File: src/rtl/pa_clic_arb_scan_if.sv
// Bundle for the CLIC arbiter request/result signals.
// The requesting side (CLIC registers plus core request logic) uses the master modport.
// The arbiter uses the slave modport.
// arb_onehot is always present; it only carries data when PA_CLIC_ARB_ONEHOT_EN is defined.
interface pa_clic_arb_scan_if #(
    parameter int NUM    = 64,
    parameter int ID_W   = 6,
    parameter int PRIO_W = 8
);
    logic                  arb_en;
    logic [NUM-1:0]        int_pend_vec;
    logic [PRIO_W*NUM-1:0] int_prio_vec;
    logic [PRIO_W-1:0]     int_thresh;
    logic                  arb_ack;
    logic                  arb_vld;
    logic [ID_W-1:0]       arb_id;
    logic [PRIO_W-1:0]     arb_prio;
    logic                  arb_busy;
    logic [NUM-1:0]        arb_onehot;

    modport master (
        output arb_en, int_pend_vec, int_prio_vec, int_thresh, arb_ack,
        input  arb_vld, arb_id, arb_prio, arb_busy, arb_onehot
    );

    modport slave (
        input  arb_en, int_pend_vec, int_prio_vec, int_thresh, arb_ack,
        output arb_vld, arb_id, arb_prio, arb_busy, arb_onehot
    );
endinterface

File: src/rtl/pa_clic_arb_scan.sv
// pa_clic_arb_scan: sequential CLIC interrupt arbiter.
// The arbiter scans NUM pending sources, GROUP sources per cycle.
// It tracks the highest-priority pending source; ties go to the lowest index.
// When the winner's priority is strictly above int_thresh, the arbiter holds the winner
// behind a valid/ack handshake.
// Optional feature macro: PA_CLIC_ARB_ONEHOT_EN.
// When that macro is defined, the arbiter registers arb_onehot together with arb_id.
// Otherwise arb_onehot is tied to zero.
module pa_clic_arb_scan #(
    parameter int NUM    = 64,
    parameter int ID_W   = 6,
    parameter int PRIO_W = 8,
    parameter int GROUP  = 8
) (
    input  logic                 forever_cpuclk,
    input  logic                 cpurst,
    pa_clic_arb_scan_if.slave    bus
);
    localparam int SCAN_LEN = NUM / GROUP;
    localparam int CNT_W    = (SCAN_LEN > 1) ? $clog2(SCAN_LEN) : 1;
    localparam int SEL_W    = (NUM > 1) ? $clog2(NUM) : 1;
    localparam logic [CNT_W-1:0] LAST_CNT = CNT_W'(SCAN_LEN - 1);

    typedef enum logic [1:0] {
        ST_IDLE = 2'd0,
        ST_SCAN = 2'd1,
        ST_HOLD = 2'd2
    } state_t;

    state_t              state_r, state_nxt_s;
    logic [CNT_W-1:0]    grp_cnt_r, grp_cnt_nxt_s;
    logic                best_vld_r, best_vld_nxt_s;
    logic [ID_W-1:0]     best_id_r, best_id_nxt_s;
    logic [PRIO_W-1:0]   best_prio_r, best_prio_nxt_s;
    logic                load_out_s;

    logic [PRIO_W-1:0]   prio_arr_s [NUM];
    logic                grp_vld_s;
    logic [ID_W-1:0]     grp_id_s;
    logic [PRIO_W-1:0]   grp_prio_s;
    logic                win_vld_s;
    logic [ID_W-1:0]     win_id_s;
    logic [PRIO_W-1:0]   win_prio_s;

    logic                arb_vld_r;
    logic                arb_busy_r;
    logic [ID_W-1:0]     arb_id_r;
    logic [PRIO_W-1:0]   arb_prio_r;

    // Unpack the flat priority bus into one entry per source.
    always_comb begin
        for (int i = 0; i < NUM; i++) begin
            prio_arr_s[i] = bus.int_prio_vec[PRIO_W*i +: PRIO_W];
        end
    end

    // Pick the best candidate of the current group.
    // The candidate must beat best_* strictly, and a strict in-group compare keeps the lowest index on ties.
    always_comb begin
        logic [SEL_W-1:0]  src_v;
        logic [PRIO_W-1:0] p_v;
        grp_vld_s  = 1'b0;
        grp_id_s   = '0;
        grp_prio_s = '0;
        for (int j = 0; j < GROUP; j++) begin
            src_v = SEL_W'(int'(grp_cnt_r) * GROUP + j);
            p_v   = prio_arr_s[src_v];
            if (bus.int_pend_vec[src_v] &&
                (!best_vld_r || (p_v > best_prio_r)) &&
                (!grp_vld_s  || (p_v > grp_prio_s))) begin
                grp_vld_s  = 1'b1;
                grp_id_s   = ID_W'(src_v);
                grp_prio_s = p_v;
            end else begin
                grp_vld_s  = grp_vld_s;
            end
        end
    end

    // Merge the running best with this cycle's group contribution.
    always_comb begin
        win_vld_s = grp_vld_s | best_vld_r;
        if (grp_vld_s) begin
            win_id_s   = grp_id_s;
            win_prio_s = grp_prio_s;
        end else begin
            win_id_s   = best_id_r;
            win_prio_s = best_prio_r;
        end
    end

    // Compute the next state, the scan counter and the running best.
    always_comb begin
        state_nxt_s     = state_r;
        grp_cnt_nxt_s   = grp_cnt_r;
        best_vld_nxt_s  = best_vld_r;
        best_id_nxt_s   = best_id_r;
        best_prio_nxt_s = best_prio_r;
        load_out_s      = 1'b0;
        case (state_r)
            ST_IDLE: begin
                if (bus.arb_en) begin
                    state_nxt_s     = ST_SCAN;
                    grp_cnt_nxt_s   = '0;
                    best_vld_nxt_s  = 1'b0;
                    best_prio_nxt_s = '0;
                end else begin
                    state_nxt_s = ST_IDLE;
                end
            end
            ST_SCAN: begin
                if (!bus.arb_en) begin
                    state_nxt_s     = ST_IDLE;
                    grp_cnt_nxt_s   = '0;
                    best_vld_nxt_s  = 1'b0;
                    best_prio_nxt_s = '0;
                end else if (grp_cnt_r == LAST_CNT) begin
                    grp_cnt_nxt_s = '0;
                    if (win_vld_s && (win_prio_s > bus.int_thresh)) begin
                        state_nxt_s     = ST_HOLD;
                        load_out_s      = 1'b1;
                        best_vld_nxt_s  = 1'b1;
                        best_id_nxt_s   = win_id_s;
                        best_prio_nxt_s = win_prio_s;
                    end else begin
                        state_nxt_s     = ST_IDLE;
                        best_vld_nxt_s  = 1'b0;
                        best_prio_nxt_s = '0;
                    end
                end else begin
                    grp_cnt_nxt_s = grp_cnt_r + CNT_W'(1);
                    if (grp_vld_s) begin
                        best_vld_nxt_s  = 1'b1;
                        best_id_nxt_s   = grp_id_s;
                        best_prio_nxt_s = grp_prio_s;
                    end else begin
                        best_vld_nxt_s = best_vld_r;
                    end
                end
            end
            ST_HOLD: begin
                if (bus.arb_ack) begin
                    state_nxt_s = ST_IDLE;
                end else begin
                    state_nxt_s = ST_HOLD;
                end
            end
            default: begin
                state_nxt_s     = ST_IDLE;
                grp_cnt_nxt_s   = '0;
                best_vld_nxt_s  = 1'b0;
                best_prio_nxt_s = '0;
            end
        endcase
    end

    // Update the state, the scan counter and the running best registers.
    always_ff @(posedge forever_cpuclk or posedge cpurst) begin
        if (cpurst) begin
            state_r     <= ST_IDLE;
            grp_cnt_r   <= '0;
            best_vld_r  <= 1'b0;
            best_id_r   <= '0;
            best_prio_r <= '0;
        end else begin
            state_r     <= state_nxt_s;
            grp_cnt_r   <= grp_cnt_nxt_s;
            best_vld_r  <= best_vld_nxt_s;
            best_id_r   <= best_id_nxt_s;
            best_prio_r <= best_prio_nxt_s;
        end
    end

    // Register the outputs.
    // vld and busy follow the next state; id/prio are captured on entry to HOLD and kept stable.
    always_ff @(posedge forever_cpuclk or posedge cpurst) begin
        if (cpurst) begin
            arb_vld_r  <= 1'b0;
            arb_busy_r <= 1'b0;
            arb_id_r   <= '0;
            arb_prio_r <= '0;
        end else begin
            arb_vld_r  <= (state_nxt_s == ST_HOLD);
            arb_busy_r <= (state_nxt_s == ST_SCAN);
            if (load_out_s) begin
                arb_id_r   <= win_id_s;
                arb_prio_r <= win_prio_s;
            end else begin
                arb_id_r   <= arb_id_r;
                arb_prio_r <= arb_prio_r;
            end
        end
    end

    assign bus.arb_vld  = arb_vld_r;
    assign bus.arb_busy = arb_busy_r;
    assign bus.arb_id   = arb_id_r;
    assign bus.arb_prio = arb_prio_r;

`ifdef PA_CLIC_ARB_ONEHOT_EN
    logic [NUM-1:0] arb_onehot_r;

    // Load the one-hot copy alongside arb_id, and clear it whenever the result is not valid.
    always_ff @(posedge forever_cpuclk or posedge cpurst) begin
        if (cpurst) begin
            arb_onehot_r <= '0;
        end else if (load_out_s) begin
            arb_onehot_r <= {{NUM-1{1'b0}}, 1'b1} << win_id_s;
        end else if (state_nxt_s != ST_HOLD) begin
            arb_onehot_r <= '0;
        end else begin
            arb_onehot_r <= arb_onehot_r;
        end
    end

    assign bus.arb_onehot = arb_onehot_r;
`else
    assign bus.arb_onehot = '0;
`endif

endmodule

File: src/flat_wrapper.sv
// flat-port wrapper written by rule: the top's interface ports become plain ports
module pa_clic_arb_scan_flat 
#(
    parameter int NUM    = 64,
    parameter int ID_W   = 6,
    parameter int PRIO_W = 8,
    parameter int GROUP  = 8
)
  (forever_cpuclk, cpurst, bus_arb_en, bus_int_pend_vec, bus_int_prio_vec, bus_int_thresh, bus_arb_ack, bus_arb_vld, bus_arb_id, bus_arb_prio, bus_arb_busy, bus_arb_onehot);
  pa_clic_arb_scan_if #(.NUM(NUM), .ID_W(ID_W), .PRIO_W(PRIO_W)) bus_i ();
  input  logic forever_cpuclk;
  input  logic cpurst;
  input wire logic [$bits(bus_i.arb_en)-1:0] bus_arb_en;
  input wire logic [$bits(bus_i.int_pend_vec)-1:0] bus_int_pend_vec;
  input wire logic [$bits(bus_i.int_prio_vec)-1:0] bus_int_prio_vec;
  input wire logic [$bits(bus_i.int_thresh)-1:0] bus_int_thresh;
  input wire logic [$bits(bus_i.arb_ack)-1:0] bus_arb_ack;
  output wire logic [$bits(bus_i.arb_vld)-1:0] bus_arb_vld;
  output wire logic [$bits(bus_i.arb_id)-1:0] bus_arb_id;
  output wire logic [$bits(bus_i.arb_prio)-1:0] bus_arb_prio;
  output wire logic [$bits(bus_i.arb_busy)-1:0] bus_arb_busy;
  output wire logic [$bits(bus_i.arb_onehot)-1:0] bus_arb_onehot;
  assign bus_i.arb_en = bus_arb_en;
  assign bus_i.int_pend_vec = bus_int_pend_vec;
  assign bus_i.int_prio_vec = bus_int_prio_vec;
  assign bus_i.int_thresh = bus_int_thresh;
  assign bus_i.arb_ack = bus_arb_ack;
  assign bus_arb_vld = bus_i.arb_vld;
  assign bus_arb_id = bus_i.arb_id;
  assign bus_arb_prio = bus_i.arb_prio;
  assign bus_arb_busy = bus_i.arb_busy;
  assign bus_arb_onehot = bus_i.arb_onehot;
  pa_clic_arb_scan #(.NUM(NUM), .ID_W(ID_W), .PRIO_W(PRIO_W), .GROUP(GROUP)) u_core (.forever_cpuclk(forever_cpuclk), .cpurst(cpurst), .bus(bus_i));
endmodule
File: config.mk
export PLATFORM = sky130hd
export DESIGN_NAME = pa_clic_arb_scan_flat
export DESIGN_NICKNAME = d
export VERILOG_FILES = /design/src/rtl/pa_clic_arb_scan_if.sv /design/src/rtl/pa_clic_arb_scan.sv /design/src/flat_wrapper.sv
export SDC_FILE = /design/constraint.sdc
export NUM_CORES = 1
export LEC_CHECK = 0
export BUFFER_PORTS_ARGS = -buffer_cell sky130_fd_sc_hd__buf_2
export CAP_MARGIN = 10
export CORE_AREA = 2 2 259 261
export DETAILED_ROUTE_END_ITERATION = 7
export DIE_AREA = 0 0 261 263
export SLEW_MARGIN = 10
export SYNTH_ARGS = -nofsm -noshare
export SYNTH_HDL_FRONTEND = slang
export SYNTH_SLANG_ARGS = --single-unit
File: constraint.sdc
create_clock -name forever_cpuclk -period 49.4 [get_ports forever_cpuclk]
set_input_delay 2.47 -clock forever_cpuclk [delete_from_list [all_inputs] [get_ports forever_cpuclk]]
set_output_delay 2.47 -clock forever_cpuclk [all_outputs]
set_load 0.01 [all_outputs]
==> out/metrics.csv <==
stage,metric,value,unit
run_status,outcome,"complete, no violations",
power,static leakage,6.41,nW
cells_and_area,multi-input logic area,0.00891,mm2
power,Switching Fraction,53.2,%
floorplanning,Die Wd,261,um
clock_network,PostCTS Resize Cnt,0,
worst_setup_path,Startpoint Class,flip-flop,
cells_and_area,share of cells above drive strength 1,54.7,%
power,Gate power share,88.2,%
synth,"EDFF count, synth",0,
clock_network,Num CTS Buffers,5,
worst_setup_path,CP top delay family,compound AO/OA/AOI/OAI gates,
sta,Final Slew Violations,0,
global_routing,largest net degree at the start of global routing,65,
sta,RSZ-0062 raised after global routing,false,
clock_network,TritonCTS clock tree,built,
clock_network,postcts setup bufs,0,
route,via count,11000,
clock_network,clk root buf,clkbuf_16,
synth,register area share after synthesis,8.60,%
floorplanning,I/O pin cnt,668,
floorplanning,total die area,0.0686,mm2
synth,Post-synth ARST share,100,%
sta,"Setup violations, final",0,
sta,Sum Neg Setup Slack,0,ns
synth,main flop type after synthesis,dfrtp_1,
floorplanning,Core Area,0.0656,mm2
placed_design,IO Port Bufs,603,
synth,Post-Syn Area per Cell,10.3,um2
clock_network,clock buffer depth,2,
sta,Final Hold Violating Endpoints,0,
placed_design,Final Wtd Congestion,0.904,
clock_network,Skew-Pair Late Insertion Delay,0.27,ns
route,DR iter-0 viols,423,
global_routing,GRT Total Usage,13.6,%
synth,Syn Inst Count,1020,
route,final WL,49.0,mm
route,Routed WL per cell,20.0,um
sta,Max Fclk,0.0502,GHz
placed_design,DP HPWL,42.8,mm
synth,Synth Cell Area,0.0105,mm2
worst_setup_path,CP endpoint kind,flip-flop,
worst_setup_path,Critical path buffers and inverters,3,
global_routing,antenna violations before repair,7,
sta,crit path time final,19.90,ns
floorplanning,Die Height,263,um
worst_setup_path,critical-path maximum fanout,42,
synth,Synth area leaders,"mux4_2 (31%), ha_1 (16%), dfrtp_1 (8.6%)",
cells_and_area,final net count,2303,
clock_network,CTS Hold Buffers Added,0,
worst_hold_path,Worst Hold Class,reg -> reg,
worst_setup_path,slowest CP cell,dfrtp_4,
power,pwr/cell area,44.1,mW/mm2
power,clock network fraction of design power,4.6,%
worst_setup_path,CP max stage delay,0.74,ns
worst_setup_path,Crit path arrival time,20.06,ns
clock_network,Worst-path clk slew,0.05,ns
power,internal power,0.000296,W
route,DRC,0,
cells_and_area,area added between synthesis and finish,36.9,%
worst_setup_path,WP data required,49.56,ns
power,Max VDD drop,0.0000252,V
power,NetSw,0.000337,W
synth,"area leader, netlist",mux4_2,
sta,Clock Skew,0.00239,ns
route,vias per cell,4.47,
synth,Yosys top cell area share,30.7,%
sta,relative slew slack,34.3,%
power,Flop pwr share,7.2,%
floorplanning,Initial Utilization,16.0,%
global_routing,vias in the first global route,11400,
cells_and_area,"Core Util, Final",21.9,%
floorplanning,Rows,94,
clock_network,Sink Count,36,
sta,slew at the pin closest to its max-slew limit,0.959,ns
worst_setup_path,Crit path top cell by count,o21ai_0,
global_routing,first-pass GRT wire length,70.1,mm
synth,post-synth cell types,68,
route,Final ANT Viol Nets,0,
job,MaxCap Viol Count,0,
global_routing,GRT overflow,0,
synth,Ys Warns,0,
clock_network,htree depth,2,
sta,post-route clock period utilization,40.3,%
cells_and_area,Sequential Area,912,um2
synth,Synth Register Bits,36,
cells_and_area,FILL cells,7191,
worst_setup_path,WS Path Type,reg -> reg,
route,router iterations before antenna repair,5,
==> metal layers <==
metal | share of wire, % | up-vias | GRT usage, %
met5 | 0 | - | 0
met4 | 2.3 | 0 | 2.61
met3 | 5.6 | 44 | 1.49
met2 | 50 | 484 | 25.1
met1 | 42 | 5312 | 17.0
li1 | - | 5118 | -
==> logic make-up after synthesis <==
family | share of synthesized area, %
other | 0.0358
multiplexers | 39.9
AO/OA/AOI/OAI | 16.7
buffers and inverters | 8.83
flip-flops | 8.60
AND/OR/NAND/NOR | 10.4
adder cells (fa/ha/maj) | 15.5
==> final timing paths <==
kind	start	to	slack [ns]	cells after the start
min reg2reg	u_core.bus.arb_id[5]	u_core.bus.arb_id[5]	0.48	2
min in group asynchronous	cpurst	u_core.bus.arb_vld	2.29	3
max reg2reg	u_core.grp_cnt_r[0]	u_core.best_id_r[4]	29.50	82
min	u_core.bus.arb_id[5]	u_core.bus.arb_id[5]	0.48	2
max in group asynchronous	cpurst	u_core.grp_cnt_r[2]	46.73	3
max	u_core.grp_cnt_r[0]	u_core.best_id_r[4]	29.50	82
==> metrics by stage <==
step,std cells,setup slack (ns),total power (W),hold slack [ns],instance area (um2)
2_1_floorplan,1083,31.27,0.000444,0.471,10700
3_3_place_gp,2442,29.28,0.000599,0.462,14200
3_5_place_dp,2442,29.17,0.000603,0.468,14200
4_1_cts,2448,29.20,0.000635,0.480,14300
5_1_grt,2452,27.64,0.000705,0.517,14300
6_report,2453,29.50,0.000633,0.475,14300
==> Yosys cell counts, types with 9 or more instances <==
library cell  count
nor2b_1          25
nor2_1           54
inv_1            30
nand3_1          12
a21oi_1          76
a211oi_1         12
nand4_1          24
ha_1            130
o21a_1           14
nand2_1          37
dfrtp_1          36
mux2i_1          20
nor3_1           11
o21ai_0          40
mux4_2          143
mux2_2           65
and3_1            9
a221o_1           9
a21o_1           26
clkbuf_1         32
buf_4            73
buf_2            16
==> worst register-to-register path: cells and delay by family (launching register included) <==
kind | cells | cell delay, ns
compound gates | 44 | 8.60
fa+ha+maj | 9 | 2.46
buf+inv | 3 | 1.54
flops | 1 | 0.74
mux | 4 | 1.69
simple gates | 22 | 4.76
==> placed cells by master (no fill, tap or decap), types with 4 or more instances in the layout <==
master	n
o21ai_0	40
and2_1	8
inv_1	30
nand4_1	24
a22oi_1	7
a21oi_1	76
and3_1	9
a221o_1	9
mux4_2	143
nand3_1	12
a21o_1	26
nor2_1	54
o211ai_1	6
diode_2	5
and4_1	4
ha_1	130
buf_4	22
o31ai_1	8
conb_1	64
mux2_2	65
mux2i_1	20
or2_2	8
buf_2	603
o21ai_1	8
o21a_1	14
nand2b_1	8
nor2b_1	25
a211oi_1	12
a311o_1	7
nand2_1	37
a22o_1	5
clkbuf_16	5
dfrtp_1	33
nor3_1	11
==> sequential cells by signal, summed over array words and instances (netlist names) <==
signal	flops
u_core.grp_cnt_r	3
u_core.bus.arb_prio	8
u_core.bus.arb_id	6
u_core.bus.arb_vld	1
u_core.best_vld_r	1
u_core.best_id_r	6
u_core.best_prio_r	8
u_core.bus.arb_busy	1
u_core.state_r	2
==> area by class of cell <==
cell class / count / share of cell area, %
sequential: 36 / 6.36
antenna: 5 / 0.0872
multi-input combinational: 887 / 62.1
tap: 864 / 7.54
inverter: 30 / 0.785
clock buffer: 6 / 0.898
timing repair buffer: 625 / 22.2
==> power by group through the flow <==
stage          combinational (W)  sequential [W]  clock [W]
2_1_floorplan           0.000399       0.0000453          0
3_3_place_gp            0.000553       0.0000458          0
3_5_place_dp            0.000557       0.0000461          0
4_1_cts                 0.000560       0.0000455  0.0000296
5_1_grt                 0.000627       0.0000467  0.0000311
6_report                0.000558       0.0000454  0.0000293
Power figures use the tool's default switching activity.
